**src/rtl/fpgaol_io_pkg.sv**
```systemverilog
// Shared definitions for FPGAOL board I/O blocks: LED mode encoding and
// counter-width helper.
package fpgaol_io_pkg;

  typedef enum logic [1:0] {
    MODE_DIRECT = 2'd0,
    MODE_TOGGLE = 2'd1,
    MODE_ROTATE = 2'd2,
    MODE_COUNT  = 2'd3
  } led_mode_e;

  // Bits needed for a counter that runs 0..n-1; never less than one bit.
  function automatic int unsigned cnt_width(input int unsigned n);
    return (n <= 1) ? 1 : $clog2(n);
  endfunction

endpackage

```
**src/rtl/sw_debounce.sv**
```systemverilog
// Single-bit switch conditioner: 2-flop synchroniser, stability counter and
// registered rising-edge pulse of the debounced level.
module sw_debounce
  import fpgaol_io_pkg::*;
#(
  parameter int unsigned DB_CYCLES = 1_000_000
) (
  input  logic clk,
  input  logic rst,
  input  logic din,
  output logic dout,
  output logic rise
);

  localparam int unsigned   CW      = cnt_width(DB_CYCLES);
  localparam logic [CW-1:0] CNT_MAX = CW'(DB_CYCLES - 1);

  logic          s1_q, s1_d;
  logic          s2_q, s2_d;
  logic          stable_q, stable_d;
  logic          rise_q, rise_d;
  logic [CW-1:0] cnt_q, cnt_d;

  // Accept a new level only after DB_CYCLES consecutive deviating samples.
  always_comb begin
    s1_d     = din;
    s2_d     = s1_q;
    stable_d = stable_q;
    cnt_d    = '0;
    if (s2_q != stable_q) begin
      if (cnt_q == CNT_MAX) begin
        stable_d = s2_q;
      end else begin
        cnt_d = cnt_q + CW'(1);
      end
    end
    rise_d = stable_d & ~stable_q;
  end

  // State registers with synchronous reset.
  always_ff @(posedge clk) begin
    if (rst) begin
      s1_q     <= 1'b0;
      s2_q     <= 1'b0;
      stable_q <= 1'b0;
      rise_q   <= 1'b0;
      cnt_q    <= '0;
    end else begin
      s1_q     <= s1_d;
      s2_q     <= s2_d;
      stable_q <= stable_d;
      rise_q   <= rise_d;
      cnt_q    <= cnt_d;
    end
  end

  assign dout = stable_q;
  assign rise = rise_q;

endmodule

```
**src/rtl/sw_led_ctrl.sv**
```systemverilog
// Switch-to-LED controller: debounced switches drive LEDs in direct,
// toggle, rotate or edge-count mode; all mode sources run continuously.
module sw_led_ctrl
  import fpgaol_io_pkg::*;
#(
  parameter int unsigned N           = 8,
  parameter int unsigned DB_CYCLES   = 1_000_000,
  parameter int unsigned TICK_CYCLES = 25_000_000
) (
  input  logic         clk,
  input  logic         rst,
  input  logic [N-1:0] sw,
  input  logic [1:0]   mode,
  output logic [N-1:0] led,
  output logic [N-1:0] sw_rise
);

  localparam int unsigned   TW       = cnt_width(TICK_CYCLES);
  localparam logic [TW-1:0] TICK_MAX = TW'(TICK_CYCLES - 1);

  logic [N-1:0]  stable;
  logic [N-1:0]  rise;
  logic [N-1:0]  tog_q, tog_d;
  logic [N-1:0]  rot_q, rot_d;
  logic [N-1:0]  ecnt_q, ecnt_d;
  logic [N-1:0]  led_q, led_d;
  logic [TW-1:0] tick_q, tick_d;
  led_mode_e     mode_prev_q, mode_prev_d;
  led_mode_e     mode_cur;
  logic          any_rise;
  logic          rot_load;

  for (genvar i = 0; i < N; i++) begin : g_db
    sw_debounce #(
      .DB_CYCLES(DB_CYCLES)
    ) u_db (
      .clk (clk),
      .rst (rst),
      .din (sw[i]),
      .dout(stable[i]),
      .rise(rise[i])
    );
  end

  assign mode_cur = led_mode_e'(mode);
  assign any_rise = |rise;

  // Mode sources and LED mux; a rotate reload restarts the tick spacing and
  // overrides a coinciding tick. The shift-or form keeps N=1 an identity.
  always_comb begin
    tog_d       = tog_q ^ rise;
    ecnt_d      = ecnt_q + N'(any_rise);
    mode_prev_d = mode_cur;
    rot_load    = (mode_cur == MODE_ROTATE) &&
                  ((mode_prev_q != MODE_ROTATE) || any_rise);
    rot_d       = rot_q;
    tick_d      = tick_q + TW'(1);
    if (rot_load) begin
      rot_d  = stable;
      tick_d = '0;
    end else if (tick_q == TICK_MAX) begin
      rot_d  = (rot_q << 1) | (rot_q >> (N - 1));
      tick_d = '0;
    end
    led_d = led_q;
    case (mode_cur)
      MODE_DIRECT: led_d = stable;
      MODE_TOGGLE: led_d = tog_q;
      MODE_ROTATE: led_d = rot_q;
      MODE_COUNT:  led_d = ecnt_q;
      default:     led_d = stable;
    endcase
  end

  // Registers with synchronous reset.
  always_ff @(posedge clk) begin
    if (rst) begin
      tog_q       <= '0;
      rot_q       <= '0;
      ecnt_q      <= '0;
      led_q       <= '0;
      tick_q      <= '0;
      mode_prev_q <= MODE_DIRECT;
    end else begin
      tog_q       <= tog_d;
      rot_q       <= rot_d;
      ecnt_q      <= ecnt_d;
      led_q       <= led_d;
      tick_q      <= tick_d;
      mode_prev_q <= mode_prev_d;
    end
  end

  assign led     = led_q;
  assign sw_rise = rise;

endmodule

```
**config.mk**
```make
export PLATFORM = sky130hd
export DESIGN_NAME = sw_led_ctrl
export DESIGN_NICKNAME = d
export VERILOG_FILES = /design/src/rtl/fpgaol_io_pkg.sv /design/src/rtl/sw_debounce.sv /design/src/rtl/sw_led_ctrl.sv
export SDC_FILE = /design/constraint.sdc
export NUM_CORES = 1
export LEC_CHECK = 0
export ABC_AREA = 1
export BUFFER_PORTS_ARGS = -buffer_cell sky130_fd_sc_hd__buf_2
export CORE_ASPECT_RATIO = 1.25
export CORE_MARGIN = 3
export CORE_UTILIZATION = 63
export DETAILED_ROUTE_END_ITERATION = 7
export PLACE_DENSITY = 0.84
export SYNTH_ARGS = -nofsm -noshare
export SYNTH_HDL_FRONTEND = slang
export SYNTH_SLANG_ARGS = --single-unit
```
**constraint.sdc**
```tcl
create_clock -name clk -period 1.7 [get_ports clk]
set_input_delay 0.255 -clock clk [delete_from_list [all_inputs] [get_ports clk]]
set_output_delay 0.255 -clock clk [all_outputs]
set_load 0.02 [all_outputs]
```
=== Yosys cells after proc, flatten, opt, wreduce, memory -nomap -nowiden ===
Index checks and enable logic that the tools add are counted.
Widths: inputs -> output; s select.

* Bits in registers: 251
* Bits of input ports: 12

* Add/sub/neg operators: 10
* Eq/ne operators: 21
* Multiplexer cells: 19
* Bitwise operators: 26
* Reduce and logical (&&, ||, !) cells: 14

{| class="wikitable"
|+ Operators by type and width
! cell !! count
|-
| $add 20x1->20 const B || 8
|-
| $eq 20x20->1 const B || 8
|-
| $pmux 8 s4 || 1
|-
| $reduce_or 3->1 || 9
|-
| $add 25x1->25 const B || 1
|-
| $eq 25x25->1 const B || 1
|-
| $mux 1 || 16
|-
| $mux 8 || 2
|-
| $not 1->1 || 16
|-
| $add 8x1->8 || 1
|-
| $and 1x1->1 || 8
|-
| $ne 1x1->1 || 8
|-
| $or 8x1->8 || 1
|-
| $reduce_or 8->1 || 1
|-
| $xor 8x8->8 || 1
|-
| $eq 2x2->1 const B || 2
|-
| $eq 2x1->1 const B || 1
|-
| $logic_not 2->1 || 1
|-
| $ne 2x2->1 const B || 1
|-
| $reduce_bool 2->1 || 1
|-
| $logic_and 1x1->1 || 1
|-
| $logic_or 1x1->1 || 1
|}

=== Logic depth before layout (Yosys ltp) ===
* Word-level depth: 4
* Mapped depth: 11
* Gate-level depth less buffers: 11

=== Hierarchy ===
A second synthesis with hierarchy kept.

* Cells, all modules: 1800
* Area total of the unflattened synthesis: 12762.2 um^2

{| class="wikitable"
|+ By module, submodules not included
! module !! instances !! cells an instance !! area each (um^2)
|-
| sw_debounce || 8 || 174 || 1233.7
|-
| sw_led_ctrl || 1 || 408 || 2892.8
|}

=== Worst setup path before layout ===
No wires, ideal clock.

* Path type: flip-flop to flip-flop
* Start: register g_db[0].u_db.cnt_q[0]
* End: register g_db[0].u_db.cnt_q[9]
* Library setup time: 0.115 ns
* Data arrival time: 1.399 ns
* Setup slack: 0.186 ns
* Stages on the path, launching flop included: 10
* Period minus slack after synthesis: 1.514 ns
* Cells stage by stage: dfxtp_1 -> ha_1 -> nand2_1 -> inv_1 -> nand3b_1 -> nor2_1 -> nand3_2 -> nand2_2 -> buf_6 -> nor2_1

* Word-level cells in the longest chain between the ends: 2
* Elaborated cells between the ends (all ways): 3
* Classes of those cells: add/sub (1); eq/ne (1); reduce/logical (1)

{| class="wikitable"
|+ Ends and longest elaborated chain
! element !! RTL line !! source
|-
| start, declared || sw_debounce.sv:22 || <nowiki>logic [CW-1:0] cnt_q, cnt_d;</nowiki>
|-
| start signal, assigned || sw_debounce.sv:53 || <nowiki>cnt_q <= cnt_d;</nowiki>
|-
| parallel branches: the longest is 2 deep, another holds $add 20x1->20 || - ||
|}

Parallel ways; which one is timed is not known.
A chain may end at the register's enable or synchronous reset.

=== Worst setup path after layout ===
* Start: register g_db[3].u_db.rise_q
* End: register tick_q[0]

* Word-level cells in the longest chain between the ends: 4

{| class="wikitable"
|+ Ends and longest elaborated chain
! element !! RTL line !! source
|-
| start, declared || sw_debounce.sv:21 || <nowiki>logic rise_q, rise_d;</nowiki>
|-
| start signal, assigned || sw_debounce.sv:52 || <nowiki>rise_q <= rise_d;</nowiki>
|-
| $reduce_or 8->1 || sw_led_ctrl.sv:46 || <nowiki>assign any_rise = |rise;</nowiki>
|-
| $logic_or 1x1->1 || sw_led_ctrl.sv:55 || <nowiki>((mode_prev_q != MODE_ROTATE) || any_rise);</nowiki>
|-
| $logic_and 1x1->1 || sw_led_ctrl.sv:54 || <nowiki>rot_load = (mode_cur == MODE_ROTATE) &&</nowiki>
|-
| $reduce_or 3->1 (no source line) || - ||
|-
| end signal, assigned || sw_led_ctrl.sv:89 || <nowiki>tick_q <= tick_d;</nowiki>
|-
| end, declared || sw_led_ctrl.sv:27 || <nowiki>logic [TW-1:0] tick_q, tick_d;</nowiki>
|}

No other way between the ends.

==> impl_results.md <==
- Slack of the critical path: 0.0667 ns
- Hold WC Path Type: input port to flop
- Initial antenna violation count: 2
- Floorplan row count: 56
- Clock latency reported for the late side of the worst-skew pair: 0.53 ns
- Layout cells sized above 1: 0.113
- Longest individual stage delay on the worst path: 0.34 ns
- Non-filler instance count after layout: 2075
- Post-Place Cells: 2003
- Reported max-cap violation count: 0
- Master of the slowest instance on the critical path: sky130_fd_sc_hd__dfxtp_2
- WL final: 27900 um
- Type of destination of the critical path: flop
- Total of warnings raised by yosys: 0
- Post-route antenna net violation count: 0
- Iteration-0 DRC Markers: 840
- Number of filler instances in the final layout: 1392
- Wire length of the first global-routing pass: 45200 um
- CTS root buf: sky130_fd_sc_hd__clkbuf_16
- Clock network fraction of design power: 0.495
- Origin of the worst min-delay path: mode[0]
- Mapped Area: 12100 um2
- Highest-count cells in the layout ignoring fill and taps: sky130_fd_sc_hd__nand2_1 (395), sky130_fd_sc_hd__nor2_1 (307), sky130_fd_sc_hd__dfxtp_1 (245)
- Terminating pin of the worst hold path: led[6]
- Number of buffers between clock root and the deepest sink: 3
- Flops & latches, synth: 251
- Number of distinct library cells after synthesis: 41
- Effective utilization at floorplan: 0.642
- Crit share post-route: 0.961
- Critical path launch point: g_db[3].u_db.rise
- Post-layout minimum cycle time: 1.63 ns
- Count of pins over their slew limit: 0
- Highest clock frequency the design can meet: 612 MHz
- Num CTS Buffers: 26
- Post-Syn Area per Cell: 6.93 um2
- Worst slew pin tran: 0.519 ns
- Post-detailed-route DRC marker count: 0
- Count of clock tree sinks: 251
- Detailed-routing iteration count for the pre-antenna-repair pass: 6
- Final setup viols: 0
- Status: finished, final reports clean
- Data arrival time of the critical path: 2.06 ns
- Net Count, Synth: 1770
- Area growth from synthesis to layout: 14.5%
- Flop-to-flop setup slack: 0.07 ns
- Final number of hold-violating endpoints: 0
- Vias in the first global route: 10587
- Placer congestion estimate: 0.923
- Half-perimeter wire length after detailed placement: 18600 um
- Highest fanout seen on the critical path: 9
- Share of total power consumed by net switching: 0.206
- VDD IR-drop max: 894 uV
- Fraction of power consumed by sequential logic: 0.480
- Clock H-tree levels: 1
- Launch instance of the worst register-to-register path: g_db[3].u_db.rise
- Buffering stage count on the worst path with inverters included: 2
- Via total after detailed routing: 11372
- Largest clock skew in the final design: 0.00954 ns
- Cell Chain, Critical Path: nor2_2 > nand2_1 > nor2_2 > buf_4 > nand2_4 > nand2_4 > nand3_4 > buf_4 > nor2_1
- Overall die area: 20900 um2
- Required time of the worst setup path: 2.13 ns
- Worst R2R Path Depth: 9
- Startpoint types: flop
- Layout net count: 1847
- Most common library cell in the layout ignoring fill and taps: sky130_fd_sc_hd__nand2_1
- Core box area: 18800 um2
- Cells after Synth: 1747
- Flip-flop and latch area: 5030 um2
- Critical setup path kind: flop to flop
- Congestion Overflow GR: 0
- Power spent charging and discharging nets: 0.00254 W
- Die W: 130 um
- Power per cell area: 892 nW/um2
- Tightest slew margin relative to the limit: 0.651
- Instance count along the most critical hold path: 4
- Routed wire per std cell: 13.4 um
- Clock-pin slew of the registers on the worst-case setup and hold paths: 0.06 ns
- Multi-input gate area: 6200 um2
- Count of antenna diodes in the layout: 0
- Worst Setup Slack post-DPL: 0.0515 ns
- Maximum number of pins on one net before global-route repair: 33
- Clock tree from TritonCTS: done
- Tot GR Track Use: 0.253
- RR Endpoint: tick_q[0]
- Floorplan die height: 161 um
- Via/cell ratio: 5.48
- Standby leakage power: 5.01 nW
- Top Family by Delay on Critical Path: simple AND/OR/NAND/NOR gates
- Post-synthesis sequential area ratio: 0.415
- Count of input and output buffers: 27
- Ports: 28
- Share of total power in combinational logic: 0.024
- Internal portion of total power: 0.00982 W
## what timing repair did
item,4_1_cts,5_1_grt
hold buffers,8,0
gates resized for setup,1,35
pin swaps,0,10
buffers inserted,0,12
endpoints found under the hold margin,8,0
gates cloned,0,5
endpoints found under the setup margin,1,163
## cells in the mapped netlist (all sizes together)
cell    count  area share
nand2     412        0.13
nor2      332        0.11
dfxtp     251        0.42
inv       214       0.066
nand3     110       0.049
a21oi      94       0.040
nor3       64       0.030
nand4      61       0.032
o21ai      50       0.021
xor2       33       0.024
buf        26       0.017
xnor2      25       0.018
or2        20       0.010
nand3b     15       0.011
ha         11       0.011
a31oi       9      0.0047
clkbuf      6      0.0019
nor3b       4      0.0029
o21bai      4      0.0025
a21o        1     0.00062
and2        1     0.00052
and3        1     0.00052
nand2b      1     0.00052
nor4        1     0.00052
o21a        1     0.00062
## per-layer routing
layer | share of wire | track usage | vias up
li1 | - | - | 5731
met1 | 0.41 | 0.299 | 5206
met2 | 0.51 | 0.459 | 342
met3 | 0.053 | 0.0386 | 89
met4 | 0.028 | 0.0851 | 4
met5 | 0.0010 | 0 | -
## worst max-delay path by stage
stage / end / slack (ns) / cells past startpoint
after floorplan: g_db[0].u_db.cnt_q[9] / 0.19 / 9
after CTS: tick_q[11] / 0.03 / 9
final: tick_q[0] / 0.07 / 9
after global placement: g_db[2].u_db.cnt_q[16] / 0.09 / 8
after global routing: tick_q[16] / -0.03 / 9
after detailed placement: g_db[6].u_db.cnt_q[3] / 0.05 / 8
## power groups by stage
stage          Clock [W]  Sequential [W]  Combinational, W
6_report         0.00612         0.00594          0.000300
5_1_grt          0.00644         0.00594          0.000328
4_1_cts          0.00622         0.00594          0.000263
3_5_place_dp           0         0.00607          0.000244
3_3_place_gp           0         0.00607          0.000238
2_1_floorplan          0         0.00607          0.000159
## per-stage QoR
| stage | setup TNS [ns] | area [um2] | util | power, W | hold slack [ns] |
|---|---|---|---|---|---|
| finish | 0 | 13900 | 0.735 | 0.0124 | 0.0761 |
| floorplan | 0 | 12100 | - | 0.00623 | 0.362 |
| CTS | 0 | 13600 | 0.720 | 0.0124 | 0.0595 |
| detailed placement | 0 | 12600 | 0.667 | 0.00631 | 0.395 |
| global placement | 0 | 12600 | 0.667 | 0.00631 | 0.390 |
| global route | -0.211 | 13900 | 0.735 | 0.0127 | 0.106 |
## tightest hold or removal path: stages
cell,delay [ns]
sky130_fd_sc_hd__buf_2,0.12
sky130_fd_sc_hd__nor2_1,0.06
sky130_fd_sc_hd__nand2_1,0.05
sky130_fd_sc_hd__a21oi_1,0.06
## cells by family after synthesis
logic type                 after synthesis  synth area share
AOI/OAI and AO/OA                      159            0.0692
xor gates and xnor gates                58            0.0420
adders and majority gates               11            0.0114
buffers and inverters                  246            0.0852
DFF                                    251             0.415
and+or+nand+nor                       1022             0.377
## cell type report
cell class	instances	area share
clock buffer	35	0.0531
clock inverter	12	0.0140
inverter	214	0.0580
multi-input combinational	1254	0.448
sequential	251	0.363
tap	232	0.0209
timing repair buffer	77	0.0432
## sequential cells by signal (all words and copies together) (netlist names)
register and flops:
g_db.u_db.cnt_q 160, tick_q 25, rot_q 8, ecnt_q 8
led 8, mode_prev_q 2, g_db.u_db.s1_q 8, g_db.u_db.rise 8
tog_q 8, g_db.u_db.dout 8, g_db.u_db.s2_q 8
(Power assumes the default switching activity.)
